### src/rtl/fp_mul_pipe.sv
// rtl/fp_mul_pipe.sv - three-stage pipelined minifloat multiplier with valid/ready handshake
module fp_mul_pipe #(
    parameter int EXP_W = 4,
    parameter int MAN_W = 3,
    localparam int W = 1 + EXP_W + MAN_W
) (
    input  logic         clk,
    input  logic         rst_n,
    input  logic         in_valid,
    output logic         in_ready,
    input  logic [W-1:0] a,
    input  logic [W-1:0] b,
    input  logic         rnd_mode,
    input  logic         sat_mode,
    output logic         out_valid,
    input  logic         out_ready,
    output logic [W-1:0] result,
    output logic [3:0]   flags
);
    localparam int BIAS = (1 << (EXP_W - 1)) - 1;
    localparam int EMAX = (1 << EXP_W) - 1;
    localparam int PW   = 2 * (MAN_W + 1);
    localparam int XW   = EXP_W + 2;

    logic               advance;
    logic [EXP_W-1:0]   a_exp, b_exp;
    logic [MAN_W-1:0]   a_man, b_man;
    logic               a_zero, a_inf, a_nan, b_zero, b_inf, b_nan;

    logic               s1_valid_q, s1_valid_d, s1_sign_q, s1_sign_d;
    logic signed [XW-1:0] s1_exp_q, s1_exp_d;
    logic [PW-1:0]      s1_prod_q, s1_prod_d;
    logic [3:0]         s1_cls_q, s1_cls_d;
    logic               s1_rnd_q, s1_rnd_d, s1_sat_q, s1_sat_d;

    logic               s2_valid_q, s2_valid_d, s2_sign_q, s2_sign_d;
    logic signed [XW-1:0] s2_exp_q, s2_exp_d;
    logic [MAN_W-1:0]   s2_man_q, s2_man_d;
    logic               s2_inexact_q, s2_inexact_d;
    logic [3:0]         s2_cls_q, s2_cls_d;
    logic               s2_sat_q, s2_sat_d;

    logic               out_valid_q, out_valid_d;
    logic [W-1:0]       result_q, result_d;
    logic [3:0]         flags_q, flags_d;

    logic [PW-1:0]      norm;
    logic               guard, sticky, round_up;
    logic [MAN_W:0]     man_r;
    logic               ovf, unf;
    logic [MAN_W-1:0]   nan_man;
    logic [W-1:0]       res_n;
    logic [3:0]         flg_n;

    // The whole pipeline stalls together; bubbles are never collapsed.
    assign advance  = out_ready | ~out_valid_q;
    assign in_ready = advance;

    assign a_exp  = a[W-2 -: EXP_W];
    assign b_exp  = b[W-2 -: EXP_W];
    assign a_man  = a[MAN_W-1:0];
    assign b_man  = b[MAN_W-1:0];
    assign a_zero = (a_exp == '0);
    assign b_zero = (b_exp == '0);
    assign a_inf  = (&a_exp) & ~(|a_man);
    assign b_inf  = (&b_exp) & ~(|b_man);
    assign a_nan  = (&a_exp) & (|a_man);
    assign b_nan  = (&b_exp) & (|b_man);

    always_comb begin
        s1_valid_d = s1_valid_q;
        s1_sign_d  = s1_sign_q;
        s1_exp_d   = s1_exp_q;
        s1_prod_d  = s1_prod_q;
        s1_cls_d   = s1_cls_q;
        s1_rnd_d   = s1_rnd_q;
        s1_sat_d   = s1_sat_q;
        if (advance) begin
            s1_valid_d = in_valid;
            s1_sign_d  = a[W-1] ^ b[W-1];
            s1_exp_d   = XW'(a_exp) + XW'(b_exp) - XW'(BIAS);
            s1_prod_d  = PW'({1'b1, a_man}) * PW'({1'b1, b_man});
            // {any NaN, zero*inf, any inf, any zero}; priority resolved in stage 3
            s1_cls_d   = {a_nan | b_nan, (a_zero & b_inf) | (a_inf & b_zero), a_inf | b_inf, a_zero | b_zero};
            s1_rnd_d   = rnd_mode;
            s1_sat_d   = sat_mode;
        end
    end

    always_comb begin
        norm     = s1_prod_q[PW-1] ? s1_prod_q : (s1_prod_q << 1);
        guard    = norm[MAN_W];
        sticky   = |norm[MAN_W-1:0];
        round_up = ~s1_rnd_q & guard & (sticky | norm[MAN_W+1]);
        // A carry out leaves the low bits at zero, so the renormalised mantissa is man_r[MAN_W-1:0].
        man_r    = {1'b0, norm[PW-2 -: MAN_W]} + (MAN_W + 1)'(round_up);

        s2_valid_d   = s2_valid_q;
        s2_sign_d    = s2_sign_q;
        s2_exp_d     = s2_exp_q;
        s2_man_d     = s2_man_q;
        s2_inexact_d = s2_inexact_q;
        s2_cls_d     = s2_cls_q;
        s2_sat_d     = s2_sat_q;
        if (advance) begin
            s2_valid_d   = s1_valid_q;
            s2_sign_d    = s1_sign_q;
            s2_exp_d     = s1_exp_q + XW'(s1_prod_q[PW-1]) + XW'(man_r[MAN_W]);
            s2_man_d     = man_r[MAN_W-1:0];
            s2_inexact_d = guard | sticky;
            s2_cls_d     = s1_cls_q;
            s2_sat_d     = s1_sat_q;
        end
    end

    always_comb begin
        ovf     = ~s2_exp_q[XW-1] && (s2_exp_q[XW-2:0] >= (XW - 1)'(EMAX));
        unf     = s2_exp_q[XW-1] || (s2_exp_q == '0);
        nan_man = '0;
        nan_man[MAN_W-1] = 1'b1;
        res_n   = {s2_sign_q, s2_exp_q[EXP_W-1:0], s2_man_q};
        flg_n   = {3'b000, s2_inexact_q};
        if (s2_cls_q[3]) begin
            res_n = {1'b0, {EXP_W{1'b1}}, nan_man};
            flg_n = 4'b0000;
        end else if (s2_cls_q[2]) begin
            res_n = {1'b0, {EXP_W{1'b1}}, nan_man};
            flg_n = 4'b1000;
        end else if (s2_cls_q[1]) begin
            res_n = {s2_sign_q, {EXP_W{1'b1}}, {MAN_W{1'b0}}};
            flg_n = 4'b0000;
        end else if (s2_cls_q[0]) begin
            res_n = {s2_sign_q, {(W - 1){1'b0}}};
            flg_n = 4'b0000;
        end else if (ovf) begin
            res_n = s2_sat_q ? {s2_sign_q, {(EXP_W - 1){1'b1}}, 1'b0, {MAN_W{1'b1}}}
                             : {s2_sign_q, {EXP_W{1'b1}}, {MAN_W{1'b0}}};
            flg_n = 4'b0101;
        end else if (unf) begin
            res_n = {s2_sign_q, {(W - 1){1'b0}}};
            flg_n = 4'b0011;
        end

        out_valid_d = out_valid_q;
        result_d    = result_q;
        flags_d     = flags_q;
        if (advance) begin
            out_valid_d = s2_valid_q;
            result_d    = res_n;
            flags_d     = flg_n;
        end
    end

    always_ff @(posedge clk or negedge rst_n) begin
        if (!rst_n) begin
            s1_valid_q   <= 1'b0;
            s1_sign_q    <= 1'b0;
            s1_exp_q     <= '0;
            s1_prod_q    <= '0;
            s1_cls_q     <= '0;
            s1_rnd_q     <= 1'b0;
            s1_sat_q     <= 1'b0;
            s2_valid_q   <= 1'b0;
            s2_sign_q    <= 1'b0;
            s2_exp_q     <= '0;
            s2_man_q     <= '0;
            s2_inexact_q <= 1'b0;
            s2_cls_q     <= '0;
            s2_sat_q     <= 1'b0;
            out_valid_q  <= 1'b0;
            result_q     <= '0;
            flags_q      <= '0;
        end else begin
            s1_valid_q   <= s1_valid_d;
            s1_sign_q    <= s1_sign_d;
            s1_exp_q     <= s1_exp_d;
            s1_prod_q    <= s1_prod_d;
            s1_cls_q     <= s1_cls_d;
            s1_rnd_q     <= s1_rnd_d;
            s1_sat_q     <= s1_sat_d;
            s2_valid_q   <= s2_valid_d;
            s2_sign_q    <= s2_sign_d;
            s2_exp_q     <= s2_exp_d;
            s2_man_q     <= s2_man_d;
            s2_inexact_q <= s2_inexact_d;
            s2_cls_q     <= s2_cls_d;
            s2_sat_q     <= s2_sat_d;
            out_valid_q  <= out_valid_d;
            result_q     <= result_d;
            flags_q      <= flags_d;
        end
    end

    assign out_valid = out_valid_q;
    assign result    = result_q;
    assign flags     = flags_q;
endmodule

### config.mk
export PLATFORM = sky130hd
export DESIGN_NAME = fp_mul_pipe
export DESIGN_NICKNAME = d
export VERILOG_FILES = /design/src/rtl/fp_mul_pipe.sv
export SDC_FILE = /design/constraint.sdc
export NUM_CORES = 1
export LEC_CHECK = 0
export CAP_MARGIN = 15
export CORE_MARGIN = 5
export CORE_UTILIZATION = 58
export CTS_BUF_LIST = sky130_fd_sc_hd__clkbuf_8
export DETAILED_ROUTE_END_ITERATION = 6
export GPL_ROUTABILITY_DRIVEN = 0
export GPL_TIMING_DRIVEN = 0
export PLACE_DENSITY_LB_ADDON = 0.3
export SYNTH_ARGS = -nofsm -noshare
export SYNTH_HDL_FRONTEND = slang
export SYNTH_SLANG_ARGS = --single-unit
### constraint.sdc
create_clock -name clk -period 2.85 [get_ports clk]
set_clock_uncertainty 0.1 [all_clocks]
set_input_delay 0.855 -clock clk [delete_from_list [all_inputs] [get_ports clk]]
set_output_delay 0.855 -clock clk [all_outputs]
set_load 0.01 [all_outputs]
==> results.cfg <==
[synth]
synth_warnings = 0
synth_edf_count = 0
synth_ff_type = dfrtp_1
yosys.area.top_type = dfrtp_1
ys_top_cells_by_area = dfrtp_1 45%, nand2_1 9.4%, ha_1 9.0%, fa_1 4.8%, o21ai_0 3.4%
synth_seq_cells = 52
synth.most_common_cell = nand2_1
async_flop_share_pct = 100
seq_area_frac_synth_pct = 44.5
synth_top_area_share_pct = 44.5
synth.cell_area_mm2 = 0.00292
syn_avg_cell_area_um2 = 9.39
synth_top_cells_by_count = 73 x nand2_1, 52 x dfrtp_1, 21 x ha_1, 20 x o21ai_0
synth_nets = 361
synth.distinct_cells = 47
syn_inst = 311

[global_routing]
grt.overflow.total = 0
grt_pass1_wl_um = 11000
grt_max_degree = 39
grt_use_total_pct = 22.0
antenna_found_initial = 0
grt_pass1_vias = 2371

[job]
maxCapViolCount = 0

[floorplan]
dieHeight_um = 81.0
core_mm2 = 0.00482
start_util_pct = 60.6
die_x_um = 81.0
die_area_mm2 = 0.00656
rows = 25
io-pin-count = 36

[final_layout]
n_antenna_cell = 0
multiInputGateArea_mm2 = 0.00162
seq_area_mm2 = 0.00130
fillers = 352
stdcell_area_mm2 = 0.00366
area_delta_synth_final_pct = 25.3
drive_gt1_share_pct = 15.2
fin_nets = 410

[detailed_routing]
wl_per_cell_um = 16.0
drc = 0
drt_first_pass_iters = 4
first_iter_violations = 160
via_count = 2395
totalWireLength_um = 6830
postRouteAntennaNets = 0
vias_per_cell = 5.60

[power_and_ir_drop]
worst_ir_drop_vdd_mv = 0.378
seqPwrFrac_pct = 43.0
p_switching_mw = 1.11
pwr_density_cell_mw_per_mm2 = 792
switching_share_pct = 38.2
internal-power_mw = 1.79
comb_power_share_pct = 42.1
p_leak_nw = 1.70
pwr-share-clk_pct = 14.9

[critical_path]
cp.arrival_ns = 3.15
end_kind = flip-flop
cp_max_fo = 2
critPathKind = in2reg
critPathLaunchType = input pin
cp.required_ns = 2.94

[clock_tree]
numCtsBuffers = 5
root_buffer = clkbuf_8
cts_tree = done
clkLatencyLatePin_ns = 0.30
path_clk_slew_ns = 0.09
hold_buffers = 0
cts_buffer_depth = 2
htree_num_levels = 2
clkSinkCount = 52

[timing]
rsz0062_at_grt = yes
worstMarginPinSlew_ns = 0.520
worst_hold_slack_ns = 0.342
period_minus_slack_ns = 3.06
finalHoldViolations = 0
finalWorstSetupSlack_ns = -0.210
drv_slew = 0
setup_viol = 3
fmax_ghz = 0.327
maxSlewHeadroom_pct = 65.3
period_share_pct = 107

[place]
portBuffers = 35
dp_hpwl_um = 4910
postPlaceCellArea_mm2 = 0.00339

[run_status]
status = finished, violations left
violations = setup timing

[worst_hold_path]
hold_path.class = in2async
routing by layer:
layer | vias up | track usage [%] | routed length (um)
met3 | 12 | 3.55 | 380
met2 | 78 | 38.4 | 3480
met4 | 0 | 8.95 | 115
met5 | - | 0 | 0
met1 | 1144 | 27.1 | 2860
li1 | 1161 | - | -
power groups by stage:
stage          clock network [mW]  logic, mW  registers (mW)
2_1_floorplan                   0      0.705            1.23
3_3_place_gp                    0       1.09            1.23
3_5_place_dp                    0       1.13            1.25
4_1_cts                     0.435       1.18            1.24
5_1_grt                     0.467       1.35            1.28
6_report                    0.432       1.22            1.25
worst max-delay path, cell delays in order:
cell	delay, ns
buf_6	0.09
and2_4	0.15
fa_1	0.48
fa_1	0.55
inv_2	0.07
fa_2	0.38
nor2b_2	0.14
o21ai_2	0.07
nor4b_1	0.14
a211o_1	0.23
worst paths after layout:
kind	start	to	slack (ns)	cells past startpoint
min reg2reg	s2_valid_q$_DFFE_PN0P_	out_valid$_DFFE_PN0P_	0.36	1
max	b[1]	s1_prod_q[6]$_DFFE_PN0P_	-0.21	10
min in group clk	s2_valid_q$_DFFE_PN0P_	out_valid$_DFFE_PN0P_	0.36	1
min	rst_n	result[0]$_DFFE_PN0P_	0.34	1
max reg2reg	s1_prod_q[7]$_DFFE_PN0P_	s2_exp_q[4]$_DFFE_PN0P_	0.26	11
max in group asynchronous	rst_n	s1_cls_q[3]$_DFFE_PN0P_	1.80	2
final cells by class:
cell class	instances	area share (%)
timing repair buffer	43	11.9
clock inverter	2	0.308
clock buffer	6	2.26
tap	67	2.29
multi-input combinational	228	44.4
sequential	52	35.5
inverter	20	2.19
buffer	10	1.20
state kept, by name, summed over array words and instances (netlist names), 3 cells and up:
register   count
result         8
s1_prod_q      8
s1_exp_q       6
s2_exp_q       6
flags          4
s1_cls_q       4
s2_cls_q       4
s2_man_q       3
what timing repair did:
item,CTS,global route
endpoints found under the setup margin,6,5
pin swaps,9,5
buffers inserted,6,1
resized for setup,37,17
cells by family (layout without fill, tap and decap cells):
family	Yosys count	count (layout)	share of synthesized area [%]
compound gates	53	53	11.6
xor+xnor	9	9	2.70
fa+ha+maj	28	28	13.8
buf+inv	31	81	4.20
flops	52	52	44.5
mux	4	4	1.50
simple gates	134	134	21.6
placed cells by master (no fill, tap or decap), types with 4 or more instances in the layout:
master and n:
dfrtp_1 52, buf_2 7, ha_1 16, fa_1 5, xor2_1 4, clkbuf_1 4, buf_4 6, xnor2_1 5
clkdlybuf4s50_1 26, nor3_1 8, and2_1 4, inv_1 17, nor2_1 19, a21oi_1 13, nand2_1 73, ha_4 5
o21ai_0 15, clkbuf_8 6, nand3_1 5
per-stage QoR:
step | cells | worst slack (ns) | util, % | total power, mW | setup TNS, ns
floorplan | 311 | -0.347 | - | 1.93 | -0.740
global placement | 413 | -1.01 | 70.0 | 2.33 | -38.17
detailed placement | 414 | -1.05 | 70.3 | 2.38 | -4.98
CTS | 427 | -0.186 | 74.4 | 2.85 | -0.346
global route | 428 | -0.279 | 76.0 | 3.10 | -0.653
finish | 428 | -0.210 | 76.0 | 2.90 | -0.433
Note: power is estimated with default switching activity, not from simulation.
